$ cat config.mk
export PLATFORM = sky130hd
export DESIGN_NAME = pgc_layer_compositor_flat
export DESIGN_NICKNAME = d
export VERILOG_FILES = /design/src/rtl/pgc_pkg.sv /design/src/rtl/pgc_layer_compositor_if.sv /design/src/rtl/pgc_layer_compositor_priority_enc.sv /design/src/rtl/pgc_layer_compositor.sv /design/src/flat_wrapper.sv
export SDC_FILE = /design/constraint.sdc
export NUM_CORES = 1
export LEC_CHECK = 0
export CAP_MARGIN = 15
export CORE_ASPECT_RATIO = 0.7
export CORE_MARGIN = 4
export CORE_UTILIZATION = 50
export CTS_CLUSTER_DIAMETER = 50
export DETAILED_ROUTE_END_ITERATION = 6
export PLACE_DENSITY = 0.76
export SLEW_MARGIN = 20
export SYNTH_ARGS = -nofsm -noshare
export SYNTH_HDL_FRONTEND = slang
export SYNTH_SLANG_ARGS = --single-unit
$ cat constraint.sdc
create_clock -name clk -period 2.62 [get_ports clk]
set_input_delay 0.524 -clock clk [delete_from_list [all_inputs] [get_ports clk]]
set_output_delay 0.524 -clock clk [all_outputs]
set_load 0.005 [all_outputs]
$ cat src/rtl/pgc_pkg.sv
// Shared constants and helpers for the layer compositor: colour names,
// default palette and config address width.
package pgc_pkg;

  localparam int PGC_COLOR_W = 12;

  localparam logic [11:0] BLACK = 12'h000;
  localparam logic [11:0] WHITE = 12'hfff;
  localparam logic [11:0] RED   = 12'h00f;
  localparam logic [11:0] BLUE  = 12'h0f0;
  localparam logic [11:0] CYAN  = 12'hff0;

  // Only the 12-bit build has a distinct palette; other widths use all-ones.
  function automatic logic [31:0] default_layer_colour(input int idx, input int cw);
    logic [31:0] ones;
    ones = (cw >= 32) ? 32'hffff_ffff : ((32'd1 << cw) - 32'd1);
    if (cw != 12) return ones;
    case (idx)
      0:       return {20'd0, BLUE};
      1:       return {20'd0, CYAN};
      2:       return {20'd0, RED};
      default: return {20'd0, WHITE};
    endcase
  endfunction

  function automatic int cfg_aw(input int n);
    int r;
    r = 0;
    for (int k = 0; k < 31; k++)
      if ((1 << k) < n + 3) r = k + 1;
    return r;
  endfunction

endpackage

$ cat src/rtl/pgc_layer_compositor_if.sv
// Configuration write channel for the layer compositor.
interface pgc_cfg_if #(
  parameter int AW = 4,
  parameter int DW = 12
);
  logic          cfg_valid;
  logic          cfg_ready;
  logic [AW-1:0] cfg_addr;
  logic [DW-1:0] cfg_data;

  modport master (output cfg_valid, output cfg_addr, output cfg_data, input cfg_ready);
  modport slave  (input cfg_valid, input cfg_addr, input cfg_data, output cfg_ready);
endinterface

$ cat src/rtl/pgc_layer_compositor_priority_enc.sv
// Lowest-index-first priority encoder with an all-clear flag.
module pgc_priority_enc #(
  parameter int N  = 6,
  parameter int IW = $clog2(N)
) (
  input  logic [N-1:0]  i_req,
  output logic [IW-1:0] o_idx,
  output logic          o_none
);

  // Scan high to low so the lowest set index is the last one written.
  always_comb begin
    o_idx = '0;
    for (int i = N - 1; i >= 0; i--)
      if (i_req[i]) o_idx = IW'(i);
  end

  assign o_none = ~|i_req;

endmodule

$ cat src/rtl/pgc_layer_compositor.sv
// Prioritised layer compositor with double-buffered palette and 2-stage output.
// Optional blink support is built when PGC_BLINK_EN is defined.
module pgc_layer_compositor
  import pgc_pkg::*;
#(
  parameter int NUM_LAYERS   = 6,
  parameter int COLOR_W      = PGC_COLOR_W,
  parameter int BLINK_FRAMES = 30
) (
  input  logic                  clk,
  input  logic                  reset,
  input  logic [NUM_LAYERS-1:0] layer_on,
  input  logic                  video_on,
  input  logic                  frame_tick,
  pgc_cfg_if.slave              cfg,
  output logic [COLOR_W-1:0]    rgb,
  output logic                  rgb_valid
);

  localparam int AW = cfg_aw(NUM_LAYERS);
  localparam int IW = $clog2(NUM_LAYERS);
  localparam logic [AW-1:0] A_BG = AW'(NUM_LAYERS);
  localparam logic [AW-1:0] A_EN = AW'(NUM_LAYERS + 1);

  if (NUM_LAYERS < 2 || NUM_LAYERS > COLOR_W || BLINK_FRAMES < 1) begin : g_bad_param
    $error("pgc_layer_compositor: illegal parameter set");
  end

  logic [COLOR_W-1:0]    r_sh_col  [NUM_LAYERS];
  logic [COLOR_W-1:0]    r_ac_col  [NUM_LAYERS];
  logic [COLOR_W-1:0]    r_pal_col [NUM_LAYERS];
  logic [COLOR_W-1:0]    r_sh_bg, r_ac_bg, r_pal_bg;
  logic [NUM_LAYERS-1:0] r_sh_en, r_ac_en;
  logic [NUM_LAYERS-1:0] r_eff_on;
  logic                  r_vid_d;
  logic                  w_wr;
  logic [NUM_LAYERS-1:0] w_eff_on;
  logic [IW-1:0]         w_idx;
  logic                  w_none;

  assign cfg.cfg_ready = ~frame_tick;
  assign w_wr          = cfg.cfg_valid & ~frame_tick;

  // Shadow set takes writes; active set is reloaded whole on frame_tick.
  always_ff @(posedge clk or negedge reset) begin
    if (!reset) begin
      for (int i = 0; i < NUM_LAYERS; i++) begin
        r_sh_col[i] <= COLOR_W'(default_layer_colour(i, COLOR_W));
        r_ac_col[i] <= COLOR_W'(default_layer_colour(i, COLOR_W));
      end
      r_sh_bg <= '0;
      r_ac_bg <= '0;
      r_sh_en <= '1;
      r_ac_en <= '1;
    end else begin
      if (w_wr) begin
        for (int i = 0; i < NUM_LAYERS; i++)
          if (cfg.cfg_addr == AW'(i)) r_sh_col[i] <= cfg.cfg_data;
        if (cfg.cfg_addr == A_BG) r_sh_bg <= cfg.cfg_data;
        if (cfg.cfg_addr == A_EN) r_sh_en <= cfg.cfg_data[NUM_LAYERS-1:0];
      end
      if (frame_tick) begin
        r_ac_col <= r_sh_col;
        r_ac_bg  <= r_sh_bg;
        r_ac_en  <= r_sh_en;
      end
    end
  end

`ifdef PGC_BLINK_EN
  localparam int BW = (BLINK_FRAMES > 1) ? $clog2(BLINK_FRAMES) : 1;
  localparam logic [AW-1:0] A_BLINK = AW'(NUM_LAYERS + 2);

  logic [NUM_LAYERS-1:0] r_sh_blink, r_ac_blink;
  logic [BW-1:0]         r_blink_cnt;
  logic                  r_blink_phase;

  always_ff @(posedge clk or negedge reset) begin
    if (!reset) begin
      r_sh_blink    <= '0;
      r_ac_blink    <= '0;
      r_blink_cnt   <= '0;
      r_blink_phase <= 1'b1;
    end else begin
      if (w_wr && cfg.cfg_addr == A_BLINK) r_sh_blink <= cfg.cfg_data[NUM_LAYERS-1:0];
      if (frame_tick) begin
        r_ac_blink <= r_sh_blink;
        if (r_blink_cnt == BW'(BLINK_FRAMES - 1)) begin
          r_blink_cnt   <= '0;
          r_blink_phase <= ~r_blink_phase;
        end else begin
          r_blink_cnt <= r_blink_cnt + BW'(1);
        end
      end
    end
  end

  assign w_eff_on = layer_on & r_ac_en & ~(r_ac_blink & {NUM_LAYERS{~r_blink_phase}});
`else
  assign w_eff_on = layer_on & r_ac_en;
`endif

  pgc_priority_enc #(.N(NUM_LAYERS), .IW(IW)) u_prio (
    .i_req  (r_eff_on),
    .o_idx  (w_idx),
    .o_none (w_none)
  );

  // Stage 2 reads a one-cycle-delayed palette so colours and masks switch on
  // the same pixel: the first one entering stage 1 after the commit cycle.
  always_ff @(posedge clk or negedge reset) begin
    if (!reset) begin
      r_eff_on  <= '0;
      r_vid_d   <= 1'b0;
      for (int i = 0; i < NUM_LAYERS; i++)
        r_pal_col[i] <= COLOR_W'(default_layer_colour(i, COLOR_W));
      r_pal_bg  <= '0;
      rgb       <= '0;
      rgb_valid <= 1'b0;
    end else begin
      r_eff_on  <= w_eff_on;
      r_vid_d   <= video_on;
      r_pal_col <= r_ac_col;
      r_pal_bg  <= r_ac_bg;
      rgb_valid <= r_vid_d;
      if (!r_vid_d)    rgb <= '0;
      else if (w_none) rgb <= r_pal_bg;
      else             rgb <= r_pal_col[w_idx];
    end
  end

endmodule

$ cat src/flat_wrapper.sv
// flat-port wrapper written by rule: the top's interface ports become plain ports
module pgc_layer_compositor_flat import pgc_pkg::*;
#(
  parameter int NUM_LAYERS   = 6,
  parameter int COLOR_W      = PGC_COLOR_W,
  parameter int BLINK_FRAMES = 30
)
  (clk, reset, layer_on, video_on, frame_tick, rgb, rgb_valid, cfg_cfg_valid, cfg_cfg_addr, cfg_cfg_data, cfg_cfg_ready);
  pgc_cfg_if #(.AW(4), .DW(12)) cfg_i ();
  input  logic clk;
  input  logic reset;
  input  logic [NUM_LAYERS-1:0] layer_on;
  input  logic video_on;
  input  logic frame_tick;
  output logic [COLOR_W-1:0] rgb;
  output logic rgb_valid;
  input wire logic [$bits(cfg_i.cfg_valid)-1:0] cfg_cfg_valid;
  input wire logic [$bits(cfg_i.cfg_addr)-1:0] cfg_cfg_addr;
  input wire logic [$bits(cfg_i.cfg_data)-1:0] cfg_cfg_data;
  output wire logic [$bits(cfg_i.cfg_ready)-1:0] cfg_cfg_ready;
  assign cfg_i.cfg_valid = cfg_cfg_valid;
  assign cfg_i.cfg_addr = cfg_cfg_addr;
  assign cfg_i.cfg_data = cfg_cfg_data;
  assign cfg_cfg_ready = cfg_i.cfg_ready;
  pgc_layer_compositor #(.NUM_LAYERS(NUM_LAYERS), .COLOR_W(COLOR_W), .BLINK_FRAMES(BLINK_FRAMES)) u_core (.clk(clk), .reset(reset), .layer_on(layer_on), .video_on(video_on), .frame_tick(frame_tick), .cfg(cfg_i), .rgb(rgb), .rgb_valid(rgb_valid));
endmodule
Word-level counts from Yosys, hierarchy flattened
Index checks and enable logic that the tools add are counted.
- register bits: 284
- output and inout bits: 14
- input port bits: 27
- muxes and demuxes: 11
- order comparisons: 1
- equality and inequality tests: 7
- bitwise operators: 4
- reductions and logical operators: 10
- operators by type and width (cell ; count):
    12-bit two-way mux ; 4
    12-bit binary-select mux with 3-bit select ; 1
    3-bit two-way mux ; 6
    4-bit by 3-bit == test with 1-bit output (second input constant) ; 4
    2-bit AND reduction ; 8
    4-bit by 2-bit == test with 1-bit output (second input constant) ; 2
    6-bit bitwise AND ; 1
    6-bit OR reduction ; 1
    4-bit by 1-bit == test with 1-bit output (second input constant) ; 1
    4-bit >= comparator (second input constant) ; 1
    4-bit logical NOT ; 1
    3-bit inverter with 4-bit output ; 1
    1-bit bitwise AND ; 1
    1-bit inverter ; 1

Longest topological paths before layout
Gate-level depths: netlist (run 1).
- depth after elaboration: 12
- gate-level depth with buffers: 5

Modules after synthesis
A second synthesis (run 1) with hierarchy kept.
- cell total of the unflattened synthesis: 599
- area total of the unflattened synthesis: 10413.7 um2
- modules (own cells, without submodules) (module ; cells an instance ; seq. area each (um2) ; times used ; area an instance (um2)):
    pgc_layer_compositor ; 589 ; 7317.0 ; 1 ; 10353.7
    pgc_priority_enc ; 10 ; 0.0 ; 1 ; 60.1

Least setup slack after synthesis (run 1)
No wires, ideal clock.
- path kind: input-to-reg
- start point: input port cfg_cfg_addr[3]
- end point: register u_core.r_sh_col[25] (netlist name)
- path buffers: 1
- library setup time: 0.082 ns
- arrival: 1.546 ns
- stages on the path: 4
- data required time: 2.538 ns
- setup slack: 0.992 ns
- path through: nor4b_4 -> and3_1 -> buf_6 -> mux2_2
- longest elaborated chain between the ends: 2
- ends and longest elaborated chain (what ; line ; text):
    start, declared ; flat_wrapper.sv:18 ; input wire logic [$bits(cfg_i.cfg_addr)-1:0] cfg_cfg_addr;
    4-bit by 2-bit == test with 1-bit output ; pgc_layer_compositor.sv:58 ; if (cfg.cfg_addr == AW'(i)) r_sh_col[i] <= cfg.cfg_data;
    2-bit AND reduction (no line) ; - ;
    end signal, assigned by index ; pgc_layer_compositor.sv:48 ; r_sh_col[i] <= COLOR_W'(default_layer_colour(i, COLOR_W));
    end signal, assigned by index ; pgc_layer_compositor.sv:58 ;
    end, declared ; pgc_layer_compositor.sv:29 ; logic [COLOR_W-1:0] r_sh_col [NUM_LAYERS];
No other way between the ends.
A chain may end at the register's enable or synchronous reset.

Worst setup path after layout (run 1)
- start point: register u_core.r_eff_on[2]
- end point: register u_core.rgb[4]
- longest elaborated chain between the ends: 9
- elaborated cells between the ends (all ways): 10
- classes of those cells: mux: 8; bitwise: 1; reduce/logical: 1
- ends and longest elaborated chain (what ; line ; text):
    start, declared ; pgc_layer_compositor.sv:34 ; logic [NUM_LAYERS-1:0] r_eff_on;
    start signal, assigned ; pgc_layer_compositor.sv:121 ; r_eff_on <= w_eff_on;
    3-bit two-way mux (3 in series) ; pgc_layer_compositor_priority_enc.sv:15 ; if (i_req[i]) o_idx = IW'(i);
    3-bit inverter with 4-bit output (not written as such) ; pgc_layer_compositor.sv:128 ; else rgb <= r_pal_col[w_idx];
    12-bit binary-select mux with 3-bit select ; pgc_layer_compositor.sv:128 ;
    12-bit two-way mux (not written as such) (2 in series) ; pgc_layer_compositor.sv:128 ;
    12-bit two-way mux * ; pgc_layer_compositor.sv:127 ; else if (w_none) rgb <= r_pal_bg;
    12-bit two-way mux * ; pgc_layer_compositor.sv:126 ; if (!r_vid_d) rgb <= '0;
    end signal, assigned ; pgc_layer_compositor.sv:127 ;
    end signal, assigned ; pgc_layer_compositor.sv:128 ;
    end, declared ; pgc_layer_compositor.sv:16 ; output logic [COLOR_W-1:0] rgb,
Mark *: on every way between the ends. The rest lies on a longest branch, timed or not. The select of a mux whose other input is x is not followed.

==> run summary, run 1 <==
Via Count -> 5099
Final Total Pwr -> 11.3 mW
First-pass GRT wire length -> 31800 um
Avg Cell Area, Syn -> 17.4 um2
Post-CTS setup buffer count -> 0
R2r startpoint -> u_core.r_eff_on[2]
Static leakage -> 5.05 nW
Multi-input logic area -> 0.00271 mm2
Synthesized area -> 0.0102 mm2
Vias in the first global route -> 5643
Layout cell share with drive strength beyond 1 -> 0.618
Number of vias per cell -> 5.41
Status -> finished clean
Clock-pin slew on the worst setup and hold paths -> 0.06 ns
CTS Sinks -> 284
Critical path type -> reg -> reg
Worst Path Max Fanout -> 12
Finished Cell Area -> 0.0119 mm2
Routability Congestion -> 0.796
CTS tree -> built
Syn nets -> 611
Max Clock Freq -> 463 MHz
Synth Area in XOR/XNOR -> 0
Total CTS buffers -> 26
Hold crit path type -> in -> async
Mux contribution to synthesized area -> 0.211
Post-Route Hold Slack -> 0.00725 ns
Worst Clk Skew -> 0.0149 ns
RR Endpoint -> u_core.rgb[4]
Most common cell after layout, fill and taps aside -> mux2_2
Layout Nets -> 680
Starting density of the core -> 0.511
Worst Slack Setup Final -> 0.461 ns
Largest family of logic cells by synthesized area -> multiplexers
RSZ-0062 raised after global routing -> no
Grt ovf -> 0
Post-Layout Cell Count -> 943
Die height -> 127 um
Synth Register Bits -> 284
Die Footprint -> 0.0227 mm2
Worst setup path startpoint -> u_core.r_eff_on[2]
Overall Global Routing Usage -> 0.181
Final Hold Fails -> 0
Drt pass-1 iters -> 4
YS warnings -> 0
Startpoint Class -> flop
Crit path arrival time -> 2.52 ns
Setup TNS -> 0 ns
Final setup fails -> 0
Hold buffer count at cts -> 0
Least-Margin Pin Slew -> 1.21 ns
Detail Route Antenna Nets -> 0
Peak VDD IR -> 543 uV
Compound-gate portion of the synthesized area -> 0.0336
Max clock buf depth -> 3
Placed insts -> 895
Number of port buffers -> 40
DRC -> 0
I/O pins -> 41
Maxcap violations -> 0
Avg WL per Cell -> 20.9 um
Fin. max-slew vios -> 0
Tcrit/Tclk final -> 0.824
Detailed placement HPWL -> 12700 um
DP Area -> 0.0111 mm2
Ant. Diodes -> 0
Syn Inst Count -> 584
Cell chosen for the clock root -> clkbuf_16
FF+latch area -> 0.00732 mm2
Post-synthesis cell type count -> 23
Place WS -> 0.344 ns
Adder-cell share of the synthesized area -> 0
Area share of and/or/nand/nor cells after synthesis -> 0.0219
Worst setup EP type -> flop
Worst R2R Setup Slack -> 0.46 ns
Commonest non-fill, non-tap cells in the layout -> mux2_2 (175), dfstp_2 (168), dfrtp_1 (116)
Slew headroom -> 0.193
Worst EP required -> 2.98 ns
Seq/Total Area, Yosys -> 0.719
R2R depth -> 3
Final wirelength -> 19700 um
Pin count of the biggest net entering global routing -> 88
Setup crit end -> u_core.rgb[4]
Final core utilization -> 0.599
Clk_lat worst skew -> 0.53 ns
Area of the core -> 0.0199 mm2
Chip Width -> 179 um
Tmin final -> 2.16 ns
Initial antenna violation count -> 1
Area grow syn2layout -> 17.1%
Iteration-0 DRC Markers -> 266
PwrDens -> 946 mW/mm2
CTS resizes -> 0
Site Rows -> 43
Htree depth -> 1
Fillers -> 1502
==> final cells by class <==
class / count / area share
timing repair buffer: 68 / 0.0567
clock buffer: 37 / 0.0624
sequential: 284 / 0.614
multi-input combinational: 270 / 0.228
clock inverter: 11 / 0.0101
tap: 270 / 0.0283
inverter: 3 / 0.000945
==> cells by family after synthesis <==
family | after synthesis
and+or+nand+nor | 41
DFF | 284
muxes | 192
AOI/OAI and AO/OA | 37
buffers and inverters | 30
==> per-layer routing <==
layer	GRT usage	share of wire	vias to the layer above
met5	0	0.00066	-
met4	0.0483	0.023	2
met3	0.0385	0.054	39
met2	0.274	0.46	123
met1	0.269	0.47	2696
li1	-	-	2239
==> synthesized netlist by cell type <==
cell type,number,share of area
nand4b_1,1,0.00086
and4bb_1,1,0.0012
inv_1,3,0.0011
dfrtp_1,116,0.29
nor2b_1,3,0.0018
mux2i_1,12,0.012
a221oi_4,1,0.0026
buf_2,16,0.0079
nand2_1,20,0.0074
nor2_1,5,0.0018
and3_1,2,0.0012
mux2_1,5,0.0055
and2_1,6,0.0037
buf_6,1,0.0011
clkbuf_1,9,0.0033
buf_8,1,0.0015
a221oi_1,12,0.010
dfstp_2,168,0.43
nand2b_1,1,0.00061
nor4b_4,1,0.0023
and4_1,1,0.00086
mux2_2,175,0.19
o221ai_1,24,0.021
==> registers in the layout (all words and copies together) (netlist names), 6 cells and up <==
register and cells:
u_core.r_sh_col 72, u_core.r_sh_en 6, u_core.r_pal_bg 12, u_core.r_ac_bg 12, u_core.rgb 12, u_core.r_ac_en 6, u_core.r_pal_col 72, u_core.r_eff_on 6
u_core.r_ac_col 72, u_core.r_sh_bg 12
==> power by group <==
part | internal, mW | leakage (nW) | switching, mW
combinational | 0.762 | 1.38 | 0.611
sequential | 5.73 | 3.25 | 0.419
clock | 2.19 | 0.421 | 1.56
total | 8.68 | 5.05 | 2.59
==> worst max-delay path, stage by stage (launching register included) <==
cell      delay (ns)
dfrtp_1         0.39
nor2b_1         0.92
a221oi_1        0.19
o221ai_1        0.49
==> worst min path at each step <==
stage | slack (ns) | start | cells past startpoint | to
final | 0.007 | reset | 1 | u_core.rgb[5]
after global routing | 0.04 | reset | 1 | u_core.r_sh_bg[5]
after CTS | 0.009 | reset | 1 | u_core.r_sh_bg[5]
after detailed placement | 0.36 | u_core.r_ac_col[39] | 0 | u_core.r_pal_col[39]
after global placement | 0.35 | u_core.r_ac_bg[2] | 0 | u_core.r_pal_bg[2]
after floorplan | 0.23 | reset | 0 | u_core.r_ac_bg[0]
No activity file was read; power rests on OpenSTA's default activity.
==> inputs of run 2 (changes only) <==
==> constraint.sdc (replaced) <==
create_clock -name clk -period 2 [get_ports clk]
set_input_delay 0.4 -clock clk [delete_from_list [all_inputs] [get_ports clk]]
set_output_delay 0.4 -clock clk [all_outputs]
set_load 0.005 [all_outputs]
==> run 2 against run 1 <==
  * Clock power increased by 27%
  * Hold slack improved by 0.31 ns
  * Cell area increased by 0.54%
  * Highest routed layer unchanged
  * Sequential share of layout area decreased by 0.33 points
  * Largest power group unchanged
  * Wire length increased by 1.4%
  * Critical endpoint is now u_core.rgb[0]
  * Via count increased by 0.33%
==> run summary, run 2 (synthesized netlist as in run 1, its figures left out) <==
Flop pwr share -> 0.551 (was 0.545)
Htree depth -> 1 (unchanged)
Critical path's slowest cell -> dfrtp_1 (was nor2b_1)
Max Clock Freq -> 554 MHz (was 463 MHz)
Initial antenna violation count -> 1 (unchanged)
Int Power -> 11.3 mW (was 8.68 mW)
Detail Route Antenna Nets -> 0 (unchanged)
Number of vias per cell -> 5.42 (was 5.41)
Place WS -> -0.103 ns (was 0.344 ns)
RSZ-0062 raised after global routing -> no (unchanged)
Startpoint Class -> flop (unchanged)
Avg WL per Cell -> 21.2 um (was 20.9 um)
Final Hold Fails -> 0 (unchanged)
Starting density of the core -> 0.511 (unchanged)
Layout cell share with drive strength beyond 1 -> 0.614 (was 0.618)
Peak VDD IR -> 786 uV (was 543 uV)
Drt pass-1 iters -> 4 (unchanged)
R2r startpoint -> u_core.r_eff_on[4] (was u_core.r_eff_on[2])
Commonest non-fill, non-tap cells in the layout -> mux2_2 (175), dfstp_2 (168), dfrtp_1 (116) (unchanged)
R2R depth -> 5 (was 3)
Least-Margin Pin Slew -> 0.639 ns (was 1.21 ns)
Tcrit/Tclk final -> 0.902 (was 0.824)
Tmin final -> 1.80 ns (was 2.16 ns)
Post-Layout Cell Count -> 944 (was 943)
PwrDens -> 1220 mW/mm2 (was 946 mW/mm2)
Slew headroom -> 0.573 (was 0.193)
Area grow syn2layout -> 17.7% (was 17.1%)
Hold EP -> u_core.r_ac_col[2]
Routability Congestion -> 0.798 (was 0.796)
Status -> finished clean (unchanged)
Maxcap violations -> 0 (unchanged)
Hold buffer count at cts -> 1 (was 0)
Layout Nets -> 684 (was 680)
Worst Clk Skew -> 0.00687 ns (was 0.0149 ns)
Worst Path Max Fanout -> 7 (was 12)
First-pass GRT wire length -> 32400 um (was 31800 um)
Worst Slack Setup Final -> 0.196 ns (was 0.461 ns)
Worst Hold Launch -> frame_tick
Overall Global Routing Usage -> 0.185 (was 0.181)
Largest registers -> u_core.r_ac_col x72, u_core.r_pal_col x72, u_core.r_sh_col x72 (unchanged)
Number of port buffers -> 40 (unchanged)
Worst EP required -> 2.37 ns (was 2.98 ns)
Fin. max-slew vios -> 0 (unchanged)
Static leakage -> 5.08 nW (was 5.05 nW)
Most common cell after layout, fill and taps aside -> mux2_2 (unchanged)
Combinational share of power -> 0.124 (was 0.122)
Final wirelength -> 20000 um (was 19700 um)
Critical Path Max Stage Delay -> 0.39 ns (was 0.92 ns)
CTS resizes -> 0 (unchanged)
Clock-pin slew on the worst setup and hold paths -> 0.06 ns (about the same)
Crit path max-delay family -> compound AO/OA/AOI/OAI gates (was simple AND/OR/NAND/NOR gates)
DRC -> 0 (unchanged)
Vias in the first global route -> 5713 (was 5643)
Placed insts -> 899 (was 895)
Hold depth -> 2
Site Rows -> 43 (unchanged)
CP Buf/Inv Count -> 1 (was 0)
Fillers -> 1426 (was 1502)
CTS Sinks -> 284 (unchanged)
Post-CTS setup buffer count -> 0 (unchanged)
RR Endpoint -> u_core.rgb[0] (was u_core.rgb[4])
CTS tree -> built (unchanged)
Worst R2R Setup Slack -> 0.20 ns (was 0.46 ns)
Switching power -> 3.31 mW (was 2.59 mW)
Grt ovf -> 0 (unchanged)
Worst setup EP type -> flop (unchanged)
CP Cell Sequence -> nand2b_1 -> a221oi_4 -> buf_4 -> mux2i_1 -> o221ai_1 (was nor2b_1 -> a221oi_1 -> o221ai_1)
Chip Width -> 179 um (unchanged)
Area of the core -> 0.0199 mm2 (unchanged)
Die height -> 127 um (unchanged)
Switching share of total power -> 0.226 (was 0.230)
Cell chosen for the clock root -> clkbuf_16 (unchanged)
Via Count -> 5116 (was 5099)
Critical path type -> reg -> reg (unchanged)
Ant. Diodes -> 0 (unchanged)
Total CTS buffers -> 25 (was 26)
Pin count of the biggest net entering global routing -> 70 (was 88)
Die Footprint -> 0.0227 mm2 (unchanged)
Iteration-0 DRC Markers -> 255 (was 266)
Clk_lat worst skew -> 0.51 ns (was 0.53 ns)
Final setup fails -> 0 (unchanged)
I/O pins -> 41 (unchanged)
Hold crit path type -> in -> reg (was in -> async)
Clock power share -> 0.325 (was 0.333)
Crit path arrival time -> 2.17 ns (was 2.52 ns)
Detailed placement HPWL -> 12800 um (was 12700 um)
Max clock buf depth -> 3 (unchanged)
-- run 2: changes by cell type in the layout (fill, tap and decap cells not counted), sizes merged --
cell,before,now
inv,5,3
clkinv,5,2
dlygate4sd3,0,1
clkinvlp,2,0
buf,30,34
clkbuf,37,40
-- run 2: worst max-delay path by stage --
stage,endpoint,start,cells after the start
2_1_floorplan,u_core.r_sh_col[25],cfg_cfg_addr[3],4
3_3_place_gp,u_core.r_sh_col[29],cfg_cfg_addr[3],5
3_5_place_dp,u_core.r_sh_col[25],cfg_cfg_addr[3],5
4_1_cts,u_core.rgb[0],u_core.r_eff_on[4],5
5_1_grt,u_core.rgb[0],u_core.r_eff_on[1],5
6_report,u_core.rgb[0],u_core.r_eff_on[4],5
-- run 2: per-stage QoR --
step                      power [mW]  hold WS (ns)  TNS, ns  cell area (um2)  utilization
after floorplan                 9.05         0.104        0            10200            -
after global placement          9.79         0.354   -0.765            11200        0.561
after detailed placement        9.97         0.356    -1.57            11200        0.561
after CTS                       14.8         0.303        0            12000        0.602
after global routing            15.3         0.316        0            12000        0.602
final                           14.6         0.316        0            12000        0.602
-- run 2: cell type report --
type                    count  area [um2]  area share
flip-flops and latches    284        7320       0.611
multi-input cells         270        2710       0.226
repair buffers             73         791      0.0660
clock buffers              40         742      0.0619
well taps                 270         338      0.0282
clock inverters             4        70.1     0.00585
inverters                   3        11.3    0.000940
-- run 2: worst register-to-register path, cell delays in order, from the launching register on --
cell	delay (ns)
dfrtp_1	0.39
nand2b_1	0.19
a221oi_4	0.31
buf_4	0.31
mux2i_1	0.32
o221ai_1	0.15
-- run 2: per-layer routing --
metal | track usage | wire length (um) | vias to the layer above | share of wire
li1 | - | - | 2255 | -
met1 | 0.269 | 8970 | 2725 | 0.45
met2 | 0.287 | 9470 | 94 | 0.47
met3 | 0.0408 | 1070 | 40 | 0.054
met4 | 0.0483 | 493 | 2 | 0.025
met5 | 0 | 13 | - | 0.00065
-- run 2: power by group through the flow --
stage	sequential [mW]	combinational (mW)	clock [mW]
finish	8.05	1.82	4.75
floorplan	7.94	1.11	0
detailed placement	8.14	1.84	0
global route	8.20	1.99	5.07
CTS	8.06	1.85	4.84
global placement	8.04	1.75	0
